$ cat src/rtl/sha_digest_to_scalar_if.sv
// Handshake bundle between the SHA-256 stage, the digest-to-scalar converter
// and the ECDSA datapath that consumes the reduced scalar z.
interface sha_digest_to_scalar_if #(
  parameter int N_BITS = 256
);
  logic [255:0]      hashed;
  logic              hash_done;
  logic [N_BITS-1:0] z;
  logic              z_valid;
  logic              z_ready;
  logic              busy;
  logic              overrun;

  // Producer/consumer side: supplies the digest and accepts z.
  modport master (
    output hashed, hash_done, z_ready,
    input  z, z_valid, busy, overrun
  );

  // Converter side.
  modport slave (
    input  hashed, hash_done, z_ready,
    output z, z_valid, busy, overrun
  );
endinterface

$ cat src/rtl/sha_digest_to_scalar.sv
// Converts a SHA-256 digest into the ECDSA scalar z: keeps the leftmost N_BITS
// bits, then reduces once modulo ORDER using a limb-serial subtractor
// (one LIMB-wide limb per cycle, least significant limb first). The result is
// held under a valid/ready handshake; digests arriving while busy are dropped
// and flagged with a one-cycle overrun pulse.
module sha_digest_to_scalar #(
  parameter int                N_BITS = 256,
  parameter int                LIMB   = 32,
  parameter logic [N_BITS-1:0] ORDER  =
    256'hFFFFFFFF_FFFFFFFF_FFFFFFFF_FFFFFFFE_BAAEDCE6_AF48A03B_BFD25E8C_D0364141
) (
  input  logic                    clk,
  input  logic                    rst,
  sha_digest_to_scalar_if.slave   bus
);

  localparam int NL = N_BITS / LIMB;
  localparam int IW = (NL > 1) ? $clog2(NL) : 1;

  typedef enum logic [1:0] {
    IDLE,
    SUB,
    SEL,
    HOLD
  } state_t;

  state_t            state_q, state_d;
  logic              done_q;
  logic              start;
  logic [IW-1:0]     idx;
  logic              borrow;
  logic              last_limb;
  logic [N_BITS-1:0] e_q;
  logic [N_BITS-1:0] d_q;
  logic [LIMB:0]     diff;

  // Rising edge of the level done flag. done_q comes out of reset at 1 so a
  // digest still flagged done across reset is not mistaken for a new one.
  assign start     = bus.hash_done & ~done_q;
  assign last_limb = (idx == IW'(NL - 1));

  // One limb of e - ORDER with incoming borrow; bit LIMB is the outgoing borrow.
  always_comb begin
    diff = {1'b0, e_q[idx*LIMB +: LIMB]}
         - {1'b0, ORDER[idx*LIMB +: LIMB]}
         - {{LIMB{1'b0}}, borrow};
  end

  // State register.
  // NOTE: sequential state uses non-blocking (<=) so every flop samples
  // pre-edge values regardless of statement order.
  always_ff @(posedge clk or posedge rst) begin
    if (rst) state_q <= IDLE;
    else     state_q <= state_d;
  end

  // Next-state logic.
  // NOTE: state_d is defaulted before the case so no path leaves it unassigned,
  // which would otherwise infer a latch.
  always_comb begin
    state_d = state_q;
    unique case (state_q)
      IDLE: if (start)       state_d = SUB;
      SUB:  if (last_limb)   state_d = SEL;
      SEL:                   state_d = HOLD;
      HOLD: if (bus.z_ready) state_d = IDLE;
      default:               state_d = IDLE;
    endcase
  end

  // Datapath and registered outputs.
  // NOTE: the operand and difference registers are reset along with control so
  // an aborted subtraction leaves no stale limbs behind; they are flops, not
  // RAM, so the reset costs nothing structural.
  always_ff @(posedge clk or posedge rst) begin
    if (rst) begin
      done_q      <= 1'b1;
      e_q         <= '0;
      d_q         <= '0;
      idx         <= '0;
      borrow      <= 1'b0;
      bus.z       <= '0;
      bus.z_valid <= 1'b0;
      bus.busy    <= 1'b0;
      bus.overrun <= 1'b0;
    end else begin
      done_q      <= bus.hash_done;
      // Any start outside IDLE (including the HOLD->IDLE handoff cycle) drops.
      bus.overrun <= start && (state_q != IDLE);
      unique case (state_q)
        IDLE: begin
          if (start) begin
            e_q      <= bus.hashed[255 -: N_BITS];
            idx      <= '0;
            borrow   <= 1'b0;
            bus.busy <= 1'b1;
          end
        end
        SUB: begin
          d_q[idx*LIMB +: LIMB] <= diff[LIMB-1:0];
          borrow                <= diff[LIMB];
          idx                   <= idx + IW'(1);
        end
        SEL: begin
          // A final borrow means e < ORDER, so e is already reduced.
          bus.z       <= borrow ? e_q : d_q;
          bus.z_valid <= 1'b1;
          bus.busy    <= 1'b0;
        end
        HOLD: begin
          if (bus.z_ready) bus.z_valid <= 1'b0;
        end
        default: ;
      endcase
    end
  end

endmodule
$ cat src/flat_wrapper.sv
// flat-port wrapper written by rule: the top's interface ports become plain ports
module sha_digest_to_scalar_flat 
#(
  parameter int                N_BITS = 256,
  parameter int                LIMB   = 32,
  parameter logic [N_BITS-1:0] ORDER  =
    256'hFFFFFFFF_FFFFFFFF_FFFFFFFF_FFFFFFFE_BAAEDCE6_AF48A03B_BFD25E8C_D0364141
)
  (clk, rst, bus_hashed, bus_hash_done, bus_z_ready, bus_z, bus_z_valid, bus_busy, bus_overrun);
  sha_digest_to_scalar_if #(.N_BITS(N_BITS)) bus_i ();
  input  logic clk;
  input  logic rst;
  input wire logic [$bits(bus_i.hashed)-1:0] bus_hashed;
  input wire logic [$bits(bus_i.hash_done)-1:0] bus_hash_done;
  input wire logic [$bits(bus_i.z_ready)-1:0] bus_z_ready;
  output wire logic [$bits(bus_i.z)-1:0] bus_z;
  output wire logic [$bits(bus_i.z_valid)-1:0] bus_z_valid;
  output wire logic [$bits(bus_i.busy)-1:0] bus_busy;
  output wire logic [$bits(bus_i.overrun)-1:0] bus_overrun;
  assign bus_i.hashed = bus_hashed;
  assign bus_i.hash_done = bus_hash_done;
  assign bus_i.z_ready = bus_z_ready;
  assign bus_z = bus_i.z;
  assign bus_z_valid = bus_i.z_valid;
  assign bus_busy = bus_i.busy;
  assign bus_overrun = bus_i.overrun;
  sha_digest_to_scalar #(.N_BITS(N_BITS), .LIMB(LIMB), .ORDER(ORDER)) u_core (.clk(clk), .rst(rst), .bus(bus_i));
endmodule
$ cat config.mk
export PLATFORM = sky130hd
export DESIGN_NAME = sha_digest_to_scalar_flat
export DESIGN_NICKNAME = d
export VERILOG_FILES = /design/src/rtl/sha_digest_to_scalar_if.sv /design/src/rtl/sha_digest_to_scalar.sv /design/src/flat_wrapper.sv
export SDC_FILE = /design/constraint.sdc
export NUM_CORES = 2
export LEC_CHECK = 0
export ABC_AREA = 1
export BUFFER_PORTS_ARGS = -buffer_cell sky130_fd_sc_hd__buf_2
export CAP_MARGIN = 20
export CORE_ASPECT_RATIO = 0.7
export CORE_MARGIN = 2
export CORE_UTILIZATION = 56
export CTS_CLUSTER_SIZE = 25
export DETAILED_ROUTE_END_ITERATION = 12
export PLACE_DENSITY = 0.76
export SKIP_LAST_GASP = 1
export SYNTH_ARGS = -nofsm -noshare
export SYNTH_HDL_FRONTEND = slang
export SYNTH_SLANG_ARGS = --single-unit
$ cat constraint.sdc
create_clock -name clk -period 62.6 [get_ports clk]
set_clock_uncertainty 0.2 [all_clocks]
set_input_delay 12.52 -clock clk [delete_from_list [all_inputs] [get_ports clk]]
set_output_delay 12.52 -clock clk [all_outputs]
set_load 0.03 [all_outputs]
==> Flow_metrics.wiki <==
{| class="wikitable"
! Metric !! Value
|-
| Most area-consuming cells after synthesis || sky130_fd_sc_hd__dfrtp_1, sky130_fd_sc_hd__nand2_1, sky130_fd_sc_hd__nor2_1
|-
| Worst path buffer plus inverter count || 5
|-
| Library cell with the largest summed area after synthesis || sky130_fd_sc_hd__dfrtp_1
|-
| DRT Wirelength || 152 mm
|-
| Cell with the largest stage delay on the worst path || sky130_fd_sc_hd__buf_4
|-
| Cell-by-cell listing of the critical path || buf_2, inv_8, buf_4, buf_4, buf_4
|-
| Clock-pin slew of the registers on the worst-case setup and hold paths || 60 ps
|-
| Height of the die || 217 µm
|-
| Share of the core filled with cells in the final layout || 65.7%
|-
| Root buffer selected by CTS || sky130_fd_sc_hd__clkbuf_16
|-
| Port Buf Inserts || 518
|-
| Count of max-cap constraint violations || 0
|-
| Count of cell instances traversed by the critical path || 5
|-
| Horizontal extent of the die || 308 µm
|-
| Worst hold-check path type || reg -> reg
|-
| Net count of the finished layout || 5209
|-
| Setup-violating endpoint count in the final report || 0
|-
| Starting density of the core || 56.9%
|-
| Aggregate negative setup slack || 0 ps
|-
| Post-detailed-placement half-perimeter wirelength || 107 mm
|-
| Per-instance average area after synthesis || 8.03 µm²
|-
| Dominant cell type by count on the critical path || sky130_fd_sc_hd__buf_4
|-
| 1st-iter DRT viols || 5937
|-
| Highest clock frequency the design can meet || 0.0645 GHz
|-
| Wire length of the first global-routing pass || 215 mm
|-
| H-tree levels || 3
|-
| Slowest stage delay, CP || 860 ps
|-
| Quantity of hold-fixing buffers added after cts || 0
|-
| Average wire per cell in the routed design || 26.3 µm
|-
| Largest net degree at the start of global routing || 154
|-
| Max transition margin || 12.4%
|-
| Total of cells resized after clock tree synthesis || 0
|-
| Maximum fanout along the worst path || 139
|-
| Data arrival, critical path || 15950 ps
|-
| Status || finished clean
|-
| Final critical delay including setup and external delays || 15510 ps
|-
| Final worst-path cycle share || 24.8%
|-
| Vias post-DR || 35100
|-
| Top cell types by occurrence after synthesis || sky130_fd_sc_hd__nand2_1, sky130_fd_sc_hd__dfrtp_1, sky130_fd_sc_hd__nor2_1
|-
| Dominant cell by count in the synthesized netlist || sky130_fd_sc_hd__nand2_1
|-
| Overall global routing resource usage || 45.1%
|-
| Yosys reg bits || 778
|-
| Fraction of registers with async set or reset after synthesis || 100%
|-
| Cell area after synthesis || 36200 µm²
|-
| Iteration count of the initial detailed-routing pass || 7
|-
| Global route overflow || 0
|-
| Final instance area || 41700 µm²
|-
| Warning count from the yosys run || 0
|-
| Post-DP Area || 39200 µm²
|-
| Number of global-route vias before repair || 31600
|-
| CP delay by family, top || buffers and inverters
|-
| Final Hold Vio Count || 0
|-
| Hold Crit Depth || 2
|-
| I/O pin count || 519
|-
| Number of cells traversed by the worst register-to-register path || 22
|-
| Share of the yosys chip area belonging to registers || 53.8%
|-
| Type of the worst setup path || in -> async
|-
| Yosys top cell area share || 53.8%
|-
| Setup bufs post-CTS || 0
|-
| Max Slew Vio Count || 0
|-
| Number of nets with antenna violations after routing || 0
|-
| Area of the core region || 63500 µm²
|-
| Worst Setup End Kind || async pin
|-
| Dominant synthesized flop cell || sky130_fd_sc_hd__dfrtp_1
|-
| Distinct cell type count of the synthesized netlist || 56
|-
| Growth of design area from synthesis to finish || 15.5%
|-
| Kind of start point of the critical path || input pin
|-
| Number of enable flip-flop cells after synthesis || 0
|-
| Cell row count || 77
|-
| Ratio of routed vias to standard cells || 6.08
|-
| Synthesized Nets || 4827
|-
| Number of clock sinks || 778
|-
| Cell count after synthesis || 4500
|-
| Number of antenna violations at the first check in global routing || 9
|-
| Number of buffers created by CTS || 72
|-
| Bufs on Longest Clock Path || 3
|-
| Clk_lat worst skew || 650 ps
|-
| Area enclosed by the die boundary || 66600 µm²
|-
| Worst Max-Slew Pin Slew || 1310 ps
|-
| Critical Path RT || 63040 ps
|-
| Unrepaired setup endpoints after global routing || false
|-
| RePlAce Congestion || 1.04
|-
| Fraction of layout instances using a drive strength above 1 || 15.8%
|-
| TritonCTS clock tree || done
|-
| # DRC || 0
|}
metal layers:
layer	vias to the layer above	share of wire [%]	track usage [%]
li1	15200	-	-
met1	17100	39	64.6
met2	2513	40	58.6
met3	360	17	21.1
met4	8	4.2	17.5
met5	-	0.030	0
final cells by class:
type	instances	area, µm²
Multi-Input combinational cell	3187	14700
Sequential cell	778	19500
Tap cell	829	1040
Antenna cell	11	27.5
Fill cell	5397	21700
Inverter	271	1040
Clock inverter	19	273
Clock buffer	107	2140
Timing Repair Buffer	572	3080
metrics by stage:
stage               cells  hold WS, ps  worst slack (ps)
floorplan            4500          242             28040
global placement     5631          256             46330
detailed placement   5632          260             46310
CTS                  5758          275             46980
global route         5765          286             46520
finish               5774          275             47090
sequential cells by signal, summed over array words and instances, names as in the netlist:
register	flops
u_core.bus.overrun	1
u_core.e_q	256
u_core.bus.z	256
u_core.bus.busy	1
u_core.borrow	1
u_core.idx	3
u_core.state_q	2
u_core.bus.z_valid	1
u_core.done_q	1
u_core.d_q	256
layout by cell type, fill, tap and decap left out, drive strengths merged, types with 5 or more instances in the layout:
| cell | count |
|---|---|
| a21oi | 104 |
| a31oi | 262 |
| buf | 572 |
| bufinv | 5 |
| clkbuf | 107 |
| clkinv | 9 |
| dfrtp | 777 |
| diode | 11 |
| ha | 65 |
| inv | 276 |
| mux2i | 26 |
| nand2 | 1627 |
| nand3 | 118 |
| nand4 | 9 |
| nor2 | 582 |
| nor3 | 12 |
| o21ai | 314 |
| o22ai | 27 |
| or2 | 5 |
| xor2 | 9 |
final timing paths:
check,from,end,slack [ps]
worst min register to register,u_core.d_q[36]$_DFFE_PP0P_,u_core.d_q[36]$_DFFE_PP0P_,280
worst max-delay path,rst,u_core.bus.z[105]$_DFFE_PP0P_,47090
min in group asynchronous,rst,u_core.bus.z[241]$_DFFE_PP0P_,11880
max in group clk,bus_hash_done,u_core.e_q[134]$_DFFE_PP0P_,48280
worst min-delay path,u_core.d_q[36]$_DFFE_PP0P_,u_core.d_q[36]$_DFFE_PP0P_,280
worst max register to register,u_core.idx[0]$_DFFE_PP0P_,u_core.d_q[219]$_DFFE_PP0P_,55390
logic make-up (layout without fill, tap and decap cells):
| kind of cell | after synthesis | in the layout | synth area share (%) |
|---|---|---|---|
| flip-flops | 778 | 778 | 53.8 |
| AO/OA/AOI/OAI | 724 | 724 | 11.3 |
| XOR/XNOR | 11 | 11 | 0.308 |
| buffers and inverters | 535 | 969 | 5.80 |
| adder cells (fa/ha/maj) | 67 | 67 | 2.36 |
| multiplexers | 26 | 26 | 0.720 |
| AND/OR/NAND/NOR | 2359 | 2359 | 25.7 |
| other | 0 | 11 | 0 |
worst reg2reg max path: cells and delay by family, from the launching register on:
family                   cells  cell delay, ps
AO/OA/AOI/OAI                6            1820
adder cells (fa/ha/maj)      2             650
buffers and inverters        5            1900
flip-flops                   1             420
AND/OR/NAND/NOR              9            2120
Power is left out: the tool's default activity adds up to more than one toggle a clock period on the data nets, which glitch-free logic cannot reach.
